## src/rtl/scr1_dmem_wbuf_pkg.sv

```systemverilog
// Memory-interface command, width and response encodings shared by the
// data-memory write buffer, the core data port and the TCM data port.
package scr1_dmem_wbuf_pkg;

  typedef enum logic {
    SCR1_MEM_CMD_RD = 1'b0,
    SCR1_MEM_CMD_WR = 1'b1
  } type_scr1_mem_cmd_e;

  typedef enum logic [1:0] {
    SCR1_MEM_WIDTH_BYTE  = 2'b00,
    SCR1_MEM_WIDTH_HWORD = 2'b01,
    SCR1_MEM_WIDTH_WORD  = 2'b10
  } type_scr1_mem_width_e;

  typedef enum logic [1:0] {
    SCR1_MEM_RESP_NOTRDY = 2'b00,
    SCR1_MEM_RESP_RDY_OK = 2'b01,
    SCR1_MEM_RESP_RDY_ER = 2'b10
  } type_scr1_mem_resp_e;

endpackage

```

## src/rtl/scr1_dmem_wbuf.sv

```systemverilog
// Posted-write buffer between the core data port and the single-port TCM.
// Writes retire to the core in one cycle and drain in order when the TCM is
// free; reads bypass the buffer unless they alias a buffered word, in which
// case they wait until that word has drained so read-after-write stays ordered.
`ifndef SCR1_DMEM_AWIDTH
`define SCR1_DMEM_AWIDTH 32
`endif
`ifndef SCR1_DMEM_DWIDTH
`define SCR1_DMEM_DWIDTH 32
`endif

module scr1_dmem_wbuf
  import scr1_dmem_wbuf_pkg::*;
#(
  parameter int DEPTH  = 4,
  parameter int AWIDTH = `SCR1_DMEM_AWIDTH,
  parameter int DWIDTH = `SCR1_DMEM_DWIDTH
) (
  input  logic                 clk,
  input  logic                 rst_n,
  input  logic                 core_dmem_req,
  input  type_scr1_mem_cmd_e   core_dmem_cmd,
  input  type_scr1_mem_width_e core_dmem_width,
  input  logic [AWIDTH-1:0]    core_dmem_addr,
  input  logic [DWIDTH-1:0]    core_dmem_wdata,
  output logic                 core_dmem_req_ack,
  output logic [DWIDTH-1:0]    core_dmem_rdata,
  output type_scr1_mem_resp_e  core_dmem_resp,
  output logic                 tcm_dmem_req,
  output type_scr1_mem_cmd_e   tcm_dmem_cmd,
  output type_scr1_mem_width_e tcm_dmem_width,
  output logic [AWIDTH-1:0]    tcm_dmem_addr,
  output logic [DWIDTH-1:0]    tcm_dmem_wdata,
  input  logic                 tcm_dmem_req_ack,
  input  logic [DWIDTH-1:0]    tcm_dmem_rdata,
  input  type_scr1_mem_resp_e  tcm_dmem_resp,
  output logic                 wbuf_empty,
  output logic                 wbuf_err,
  input  logic                 wbuf_err_clr
);

  localparam int PW = $clog2(DEPTH);
  localparam logic [PW:0] FULL_CNT = (PW+1)'(DEPTH);

  typedef enum logic [1:0] {
    ST_IDLE    = 2'b00,
    ST_RD_WAIT = 2'b01,
    ST_WR_WAIT = 2'b10
  } state_e;

  state_e               r_state;
  state_e               w_next_state;
  logic [PW-1:0]        r_wr_ptr;
  logic [PW-1:0]        r_rd_ptr;
  logic [PW:0]          r_count;
  logic                 r_wr_resp;
  logic                 r_err;
  logic                 r_drain_hold;

  logic [AWIDTH-1:0]    r_addr  [DEPTH];
  type_scr1_mem_width_e r_width [DEPTH];
  logic [DWIDTH-1:0]    r_wdata [DEPTH];

  logic                 w_is_rd;
  logic                 w_is_wr;
  logic                 w_push;
  logic                 w_pop;
  logic                 w_hazard;
  logic                 w_rd_ack;
  logic                 w_drain_issue;
  logic [PW-1:0]        w_off;

  assign w_is_wr = core_dmem_req && (core_dmem_cmd == SCR1_MEM_CMD_WR);
  assign w_is_rd = core_dmem_req && (core_dmem_cmd == SCR1_MEM_CMD_RD);
  assign w_push  = w_is_wr && (r_count < FULL_CNT);
  assign w_pop   = (r_state == ST_WR_WAIT) && (tcm_dmem_resp != SCR1_MEM_RESP_NOTRDY);

  assign core_dmem_req_ack = w_push || w_rd_ack;
  assign core_dmem_rdata   = tcm_dmem_rdata;
  assign wbuf_empty        = (r_count == '0) && (r_state != ST_WR_WAIT);
  assign wbuf_err          = r_err;

  // A read aliases the buffer if any live entry, head-in-flight included, holds the same word.
  always_comb begin
    w_hazard = 1'b0;
    w_off    = '0;
    for (int i = 0; i < DEPTH; i++) begin
      w_off = PW'(i) - r_rd_ptr;
      if (({1'b0, w_off} < r_count) &&
          (r_addr[i][AWIDTH-1:2] == core_dmem_addr[AWIDTH-1:2])) begin
        w_hazard = 1'b1;
      end
    end
  end

  // TCM arbitration and response routing; a raised drain request is never displaced by a read.
  always_comb begin
    w_next_state   = r_state;
    w_rd_ack       = 1'b0;
    w_drain_issue  = 1'b0;
    tcm_dmem_req   = 1'b0;
    tcm_dmem_cmd   = SCR1_MEM_CMD_WR;
    tcm_dmem_width = r_width[r_rd_ptr];
    tcm_dmem_addr  = r_addr[r_rd_ptr];
    tcm_dmem_wdata = r_wdata[r_rd_ptr];
    core_dmem_resp = r_wr_resp ? SCR1_MEM_RESP_RDY_OK : SCR1_MEM_RESP_NOTRDY;
    case (r_state)
      ST_IDLE: begin
        if (!r_drain_hold && w_is_rd && !w_hazard) begin
          tcm_dmem_req   = 1'b1;
          tcm_dmem_cmd   = core_dmem_cmd;
          tcm_dmem_width = core_dmem_width;
          tcm_dmem_addr  = core_dmem_addr;
          tcm_dmem_wdata = core_dmem_wdata;
          w_rd_ack       = tcm_dmem_req_ack;
          if (tcm_dmem_req_ack) begin
            w_next_state = ST_RD_WAIT;
          end
        end else if (r_count != '0) begin
          tcm_dmem_req  = 1'b1;
          w_drain_issue = 1'b1;
          if (tcm_dmem_req_ack) begin
            w_next_state = ST_WR_WAIT;
          end
        end
      end
      ST_RD_WAIT: begin
        core_dmem_resp = tcm_dmem_resp;
        if (tcm_dmem_resp != SCR1_MEM_RESP_NOTRDY) begin
          w_next_state = ST_IDLE;
        end
      end
      ST_WR_WAIT: begin
        if (w_pop) begin
          w_next_state = ST_IDLE;
        end
      end
      default: begin
        w_next_state = ST_IDLE;
      end
    endcase
  end

  // FIFO bookkeeping, FSM state, write-response flag and sticky drain error.
  always_ff @(posedge clk or negedge rst_n) begin
    if (!rst_n) begin
      r_state      <= ST_IDLE;
      r_wr_ptr     <= '0;
      r_rd_ptr     <= '0;
      r_count      <= '0;
      r_wr_resp    <= 1'b0;
      r_err        <= 1'b0;
      r_drain_hold <= 1'b0;
    end else begin
      r_state      <= w_next_state;
      r_wr_resp    <= w_push;
      r_drain_hold <= w_drain_issue && !tcm_dmem_req_ack;
      if (w_push) begin
        r_wr_ptr <= r_wr_ptr + PW'(1);
      end
      if (w_pop) begin
        r_rd_ptr <= r_rd_ptr + PW'(1);
      end
      if (w_push && !w_pop) begin
        r_count <= r_count + (PW+1)'(1);
      end else if (!w_push && w_pop) begin
        r_count <= r_count - (PW+1)'(1);
      end
      if (w_pop && (tcm_dmem_resp == SCR1_MEM_RESP_RDY_ER)) begin
        r_err <= 1'b1;
      end else if (wbuf_err_clr) begin
        r_err <= 1'b0;
      end
    end
  end

  // Entry storage; contents are only meaningful while counted, so no reset is needed.
  always_ff @(posedge clk) begin
    if (w_push) begin
      r_addr[r_wr_ptr]  <= core_dmem_addr;
      r_width[r_wr_ptr] <= core_dmem_width;
      r_wdata[r_wr_ptr] <= core_dmem_wdata;
    end
  end

endmodule

```

## config.mk

```make
export PLATFORM = sky130hd
export DESIGN_NAME = scr1_dmem_wbuf
export DESIGN_NICKNAME = d
export VERILOG_FILES = /design/src/rtl/scr1_dmem_wbuf_pkg.sv /design/src/rtl/scr1_dmem_wbuf.sv
export SDC_FILE = /design/constraint.sdc
export NUM_CORES = 1
export LEC_CHECK = 0
export CAP_MARGIN = 15
export CORE_MARGIN = 2
export CORE_UTILIZATION = 30
export CTS_CLUSTER_DIAMETER = 60
export CTS_CLUSTER_SIZE = 10
export DETAILED_ROUTE_END_ITERATION = 7
export GPL_TIMING_DRIVEN = 0
export SYNTH_ARGS = -nofsm -noshare
export SYNTH_HDL_FRONTEND = slang
export SYNTH_SLANG_ARGS = --single-unit
```

## constraint.sdc

```tcl
create_clock -name clk -period 6.6 [get_ports clk]
set_clock_uncertainty 0.1 [all_clocks]
set_input_delay 1.32 -clock clk [delete_from_list [all_inputs] [get_ports clk]]
set_output_delay 1.32 -clock clk [all_outputs]
set_load 0.02 [all_outputs]
```

# Word-level counts from Yosys, hierarchy flattened

Memories as Yosys holds them, arrays and structs flattened.
Index checks and enable logic that the tools add are counted.
Widths: inputs -> output; s select.

RAM bits: 264
Output and inout port bits: 105
Memories: 3
Register bits after elaboration: 12

Memory list:

| memory  | depth | width | read ports | clocked after Yosys merged registers in | write ports | line                 | source |
|---|---|---|---|---|---|---|---|
| r_addr  | 4     | 32    | 5          | 0                                       | 1           | scr1_dmem_wbuf.sv:60 | `logic [AWIDTH-1:0] r_addr [DEPTH];` |
| r_wdata | 4     | 32    | 1          | 0                                       | 1           | scr1_dmem_wbuf.sv:62 | `logic [DWIDTH-1:0] r_wdata [DEPTH];` |
| r_width | 4     | 2     | 1          | 0                                       | 1           | scr1_dmem_wbuf.sv:61 | `type_scr1_mem_width_e r_width [DEPTH];` |

Equality and inequality tests: 13
$lt $le $gt $ge: 5
Multiplexer cells: 34
Reduce and logical (&&, ||, !) cells: 28
Bitwise logic cells: 1
Add/subtract/negate cells: 8

Operator list:

| cell                | count |
|---|---|
| $mux 32             | 4 |
| $eq 30x30->1        | 4 |
| $mux 1              | 18 |
| $mux 2              | 9 |
| $logic_and 1x1->1   | 15 |
| $lt 2x3->1          | 4 |
| $ne 3x3->1 const B  | 3 |
| $mux 3              | 2 |
| $ne 2x2->1 const B  | 3 |
| $pmux 2 s3          | 1 |
| $reduce_bool 2->1   | 3 |
| $logic_not 1->1     | 5 |
| $reduce_and 5->1    | 1 |
| $add 2x1->2 const B | 2 |
| $eq 2x2->1 const B  | 2 |
| $sub 1x2->2 const A | 2 |
| $sub 2x2->2 const A | 2 |
| $add 3x1->3 const B | 1 |
| $logic_not 3->1     | 1 |
| $lt 3x3->1 const B  | 1 |
| $reduce_bool 3->1   | 1 |
| $sub 3x1->3 const B | 1 |
| $eq 2x1->1 const B  | 1 |
| $logic_not 2->1     | 1 |
| 2 further kinds     | 2 |

# Longest topological paths before layout

Depth in word-level cells: 12
Depth in mapped cells: 14
Depth with buffers taken out: 9

# Least setup slack after synthesis

OpenSTA, ideal clock, no wires.

Kind: input-to-output
From: input port core_dmem_addr[23]
To: output port tcm_dmem_addr[0]
Slack: 2.030 ns
Data required time: 5.180 ns
Data arrival time: 3.150 ns
Path buffers: 3
Stages on the path: 9
Cell sequence: clkbuf_1 -> xor2_1 -> a2111oi_0 -> nand4_1 -> o311ai_1 -> nor4_2 -> buf_6 -> buf_6 -> mux2_4

Word-level cells in the longest chain between the ends: 10
Elaborated cells on any way between the ends: 16

RTL lines:

| item                  | line                  | source |
|---|---|---|
| start, declared       | scr1_dmem_wbuf.sv:24  | `input logic [AWIDTH-1:0] core_dmem_addr,` |
| $eq 30x30->1          | scr1_dmem_wbuf.sv:90  | `(r_addr[i][AWIDTH-1:2] == core_dmem_addr[AWIDTH-1:2])) begin` |
| $logic_and 1x1->1     | scr1_dmem_wbuf.sv:89  | `if (({1'b0, w_off} < r_count) &&` |
| $mux 1 (3 in series)  | scr1_dmem_wbuf.sv:89  |  |
| $mux 1 (*)            | scr1_dmem_wbuf.sv:89  |  |
| $logic_not 1->1 (*)   | scr1_dmem_wbuf.sv:109 | `if (!r_drain_hold && w_is_rd && !w_hazard) begin` |
| $logic_and 1x1->1 (*) | scr1_dmem_wbuf.sv:109 |  |
| $mux 32 (*)           | scr1_dmem_wbuf.sv:109 |  |
| $mux 32 (*)           | scr1_dmem_wbuf.sv:107 | `case (r_state)` |
| end, declared         | scr1_dmem_wbuf.sv:32  | `output logic [AWIDTH-1:0] tcm_dmem_addr,` |

Every way passes the cells marked *; elsewhere a longest branch is shown, timed or not.

# Worst setup path in the final report

From: input port core_dmem_addr[31]
To: output port tcm_dmem_addr[5]

Same word-level chain as after synthesis.

==> results.sh <==
export IMPL_outcome="finished, final reports clean"
export IMPL_placement_cell_area_um2=15460
export IMPL_post_drt_wl_per_cell_um=22.01
export IMPL_cp_arrival_ns=4.94
export IMPL_synth_cell_types=38
export IMPL_min_path_type="flop to flop"
export IMPL_vias=7135
export IMPL_grt_pass1_vias=7422
export IMPL_ys_seq_area_share_pct=63.86
export IMPL_worstSetupEndpointType="primary output"
export IMPL_final_cells=1500
export IMPL_rrSetupSlack_ns=3.02
export IMPL_io_pins=211
export IMPL_synth_edff_count=264
export IMPL_avgViaCountPerCell=4.757
export IMPL_power_mw=6.222
export IMPL_antenna_left=0
export IMPL_yosys_top_cells_area="edfxtp_1 62%, mux4_2 12%, xor2_1 7.5%"
export IMPL_clk_insertion_delay_late_ns=0.54
export IMPL_dieArea_um2=44620
export IMPL_synth_warnings=0
export IMPL_dr_pass1_iters=4
export IMPL_peakVddDrop_v=0.0002214
export IMPL_syn_nets=846
export IMPL_dpl_cell_count=1451
export IMPL_path_class="input pin to primary output"
export IMPL_drive_above_1_share_pct=25.23
export IMPL_ys_ff_latch=276
export IMPL_grt_pass1_wl_mm=48.22
export IMPL_drv_cap=0
export IMPL_clockBufferDepth=3
export IMPL_core_um2=42130
export IMPL_synthArstFlopShare_pct=4.348
export IMPL_syn_inst=730
export IMPL_rsz0062_at_grt="no"
export IMPL_crit_buf_inv=5
export IMPL_syn_area_per_cell_um2=17.65
export IMPL_cp_required_ns=5.18
export IMPL_drc=0
export IMPL_worstMarginPinSlew_ns=1.016
export IMPL_design_area_um2=16450
export IMPL_yosysMostFrequentCell="edfxtp_1"
export IMPL_slew_violations=0
export IMPL_yosys_area_top_type="edfxtp_1"
export IMPL_post_cts_buffers=0
export IMPL_cp_max_fo=10
export IMPL_cp_top_family="buffers and inverters"
export IMPL_dpl_hpwl_mm=22.79
export IMPL_cp_slowest_cell="clkdlybuf4s50_1"
export IMPL_synth_top_area_share_pct=61.53
export IMPL_cp_slowest_stage_delay_ns=0.56
export IMPL_timing_fmax_mhz=157.3
export IMPL_cts_buffers_inserted=35
export IMPL_hold_viol_final=0
export IMPL_path_cells="clkdlybuf4s50_1 -> clkbuf_1 -> xor2_1 -> nor4_1 -> nand4_1 -> nor4_2 -> nor4_4 -> buf_6 -> buf_6 -> mux2_4 -> clkdlybuf4s50_1"
export IMPL_synth_area_um2=12880
export IMPL_cts_tree="done"
export IMPL_grt_usage_pct=14.87
export IMPL_grt_overflow_total=0
export IMPL_synth_flop_cell="edfxtp_1"
export IMPL_fp_dieH_um=211.2
export IMPL_grt_max_degree=52
export IMPL_startpoint_type="input pin"
export IMPL_fp_dieW_um=211.2
export IMPL_final_nets=1065
export IMPL_setup_viol=0
export IMPL_first_iter_violations=434
export IMPL_cts_root_buf="clkbuf_16"
export IMPL_port_buffers=178
export IMPL_fin_crit_ns=6.356
export IMPL_pwr_density_cell_nw_per_um2=378.3
export IMPL_drt_total_wl_mm=33.01
export IMPL_clk_pin_slew_ns=0.05
export IMPL_leakagePower_nw=5.523
export IMPL_worst_slew_margin_rel_pct=32.27
export IMPL_fp_row_count=75
export IMPL_place_gp_congestion=0.8352
export IMPL_htreeDepth=2
export IMPL_synth_top_cells_by_count="264 x edfxtp_1, 110 x xor2_1, 66 x mux4_2, 50 x mux2_2, 34 x buf_4"
export IMPL_initial_core_util_pct=30.58
export IMPL_tns_ns=0
export IMPL_antenna_found_initial=4
export IMPL_area_growth_pct=27.66
export IMPL_cts_sinks=276
export IMPL_min_period_over_period_pct=96.30
## repair_timing
action                     CTS  global route
hold buffers                 0             0
resized for setup            0             2
gates cloned                 0             0
setup endpoints to repair   60            21
## area by class of cell
| type | instances | area, um^2 |
|---|---|---|
| clock buffers | 40 | 894.6 |
| flip-flops and latches | 276 | 8228 |
| repair buffers | 183 | 1907 |
| multi-input cells | 354 | 4123 |
| fillers | 3875 | 25690 |
| inverters | 14 | 52.55 |
| diodes | 2 | 5.005 |
| plain buffers | 85 | 498.0 |
| clock inverters | 7 | 66.31 |
| well taps | 539 | 674.4 |
## state kept, by name (all words and copies together) (netlist names), 2 cells and up
name      cells
r_wr_ptr      2
r_rd_ptr      2
r_state       2
r_width       8
r_count       3
r_addr      128
r_wdata     128
## cells by family after synthesis
group	count (synthesis)	synth area share [%]
flip-flops	276	63.86
multiplexers	134	18.00
XOR/XNOR	126	8.565
buffers and inverters	100	4.292
AND/OR/NAND/NOR	70	3.272
AO/OA/AOI/OAI	14	0.9808
adder cells (fa/ha/maj)	10	1.029
## stage by stage
stage / worst slack (ns) / hold WS [ns] / utilization (%)
after floorplan: 2.030 / 0.4277 / -
after global placement: 0.1499 / 0.4584 / 36.41
after detailed placement: 0.1193 / 0.4598 / 36.69
after CTS: 0.09698 / 0.4709 / 38.97
after global routing: 0.1049 / 0.4971 / 39.03
final: 0.2440 / 0.4560 / 39.04
## worst paths after layout
kind / from / end / cells after the start
max: core_dmem_addr[31] / tcm_dmem_addr[5] / 11
min: wbuf_err$_DFFE_PN0P_ / wbuf_err$_DFFE_PN0P_ / 2
max reg2reg: r_rd_ptr[1]$_DFFE_PN0P_ / r_state[0]$_DFFE_PN0P_ / 13
min reg2reg: wbuf_err$_DFFE_PN0P_ / wbuf_err$_DFFE_PN0P_ / 2
max in group asynchronous: rst_n / r_drain_hold$_DFF_PN0_ / 1
min in group asynchronous: rst_n / r_count[1]$_DFFE_PN0P_ / 1
## routing by layer
layer,share of wire (%),global-route usage [%],vias up
li1,-,-,3217
met5,0.082,0,-
met4,1.9,4.298,4
met3,6.2,3.479,45
met2,48,24.09,221
met1,44,19.92,3648
## cells in the final DEF, fill, tap and decap left out, drive strengths merged, types with 2 or more instances in the layout
cell,instances
inv,16
clkbuf,71
nor4,27
nor2,8
edfxtp,264
o2111ai,3
nand2b,2
mux2,68
nand4,5
or3,2
xnor2,16
clkdlybuf4s50,178
clkinv,4
mux4,66
a2111oi,2
xor2,110
and2,4
nor3b,3
o21ai,2
dfrtp,12
buf,59
nand3,4
nand2,5
ha,9
diode,2
o31ai,2
nor2b,5
nor3,4
## tightest hold or removal path, stage by stage (launching register included)
cell	delay [ns]
dfrtp_1	0.39
inv_1	0.06
o32ai_1	0.07
## power by group
part	switching, mW	internal, mW	total [mW]
Sequential	0.0596	2.07	2.13
Clock	0.692	0.992	1.68
Combinational	1.20	1.21	2.40
Total	1.95	4.27	6.22
Power figures use the tool's default switching activity.
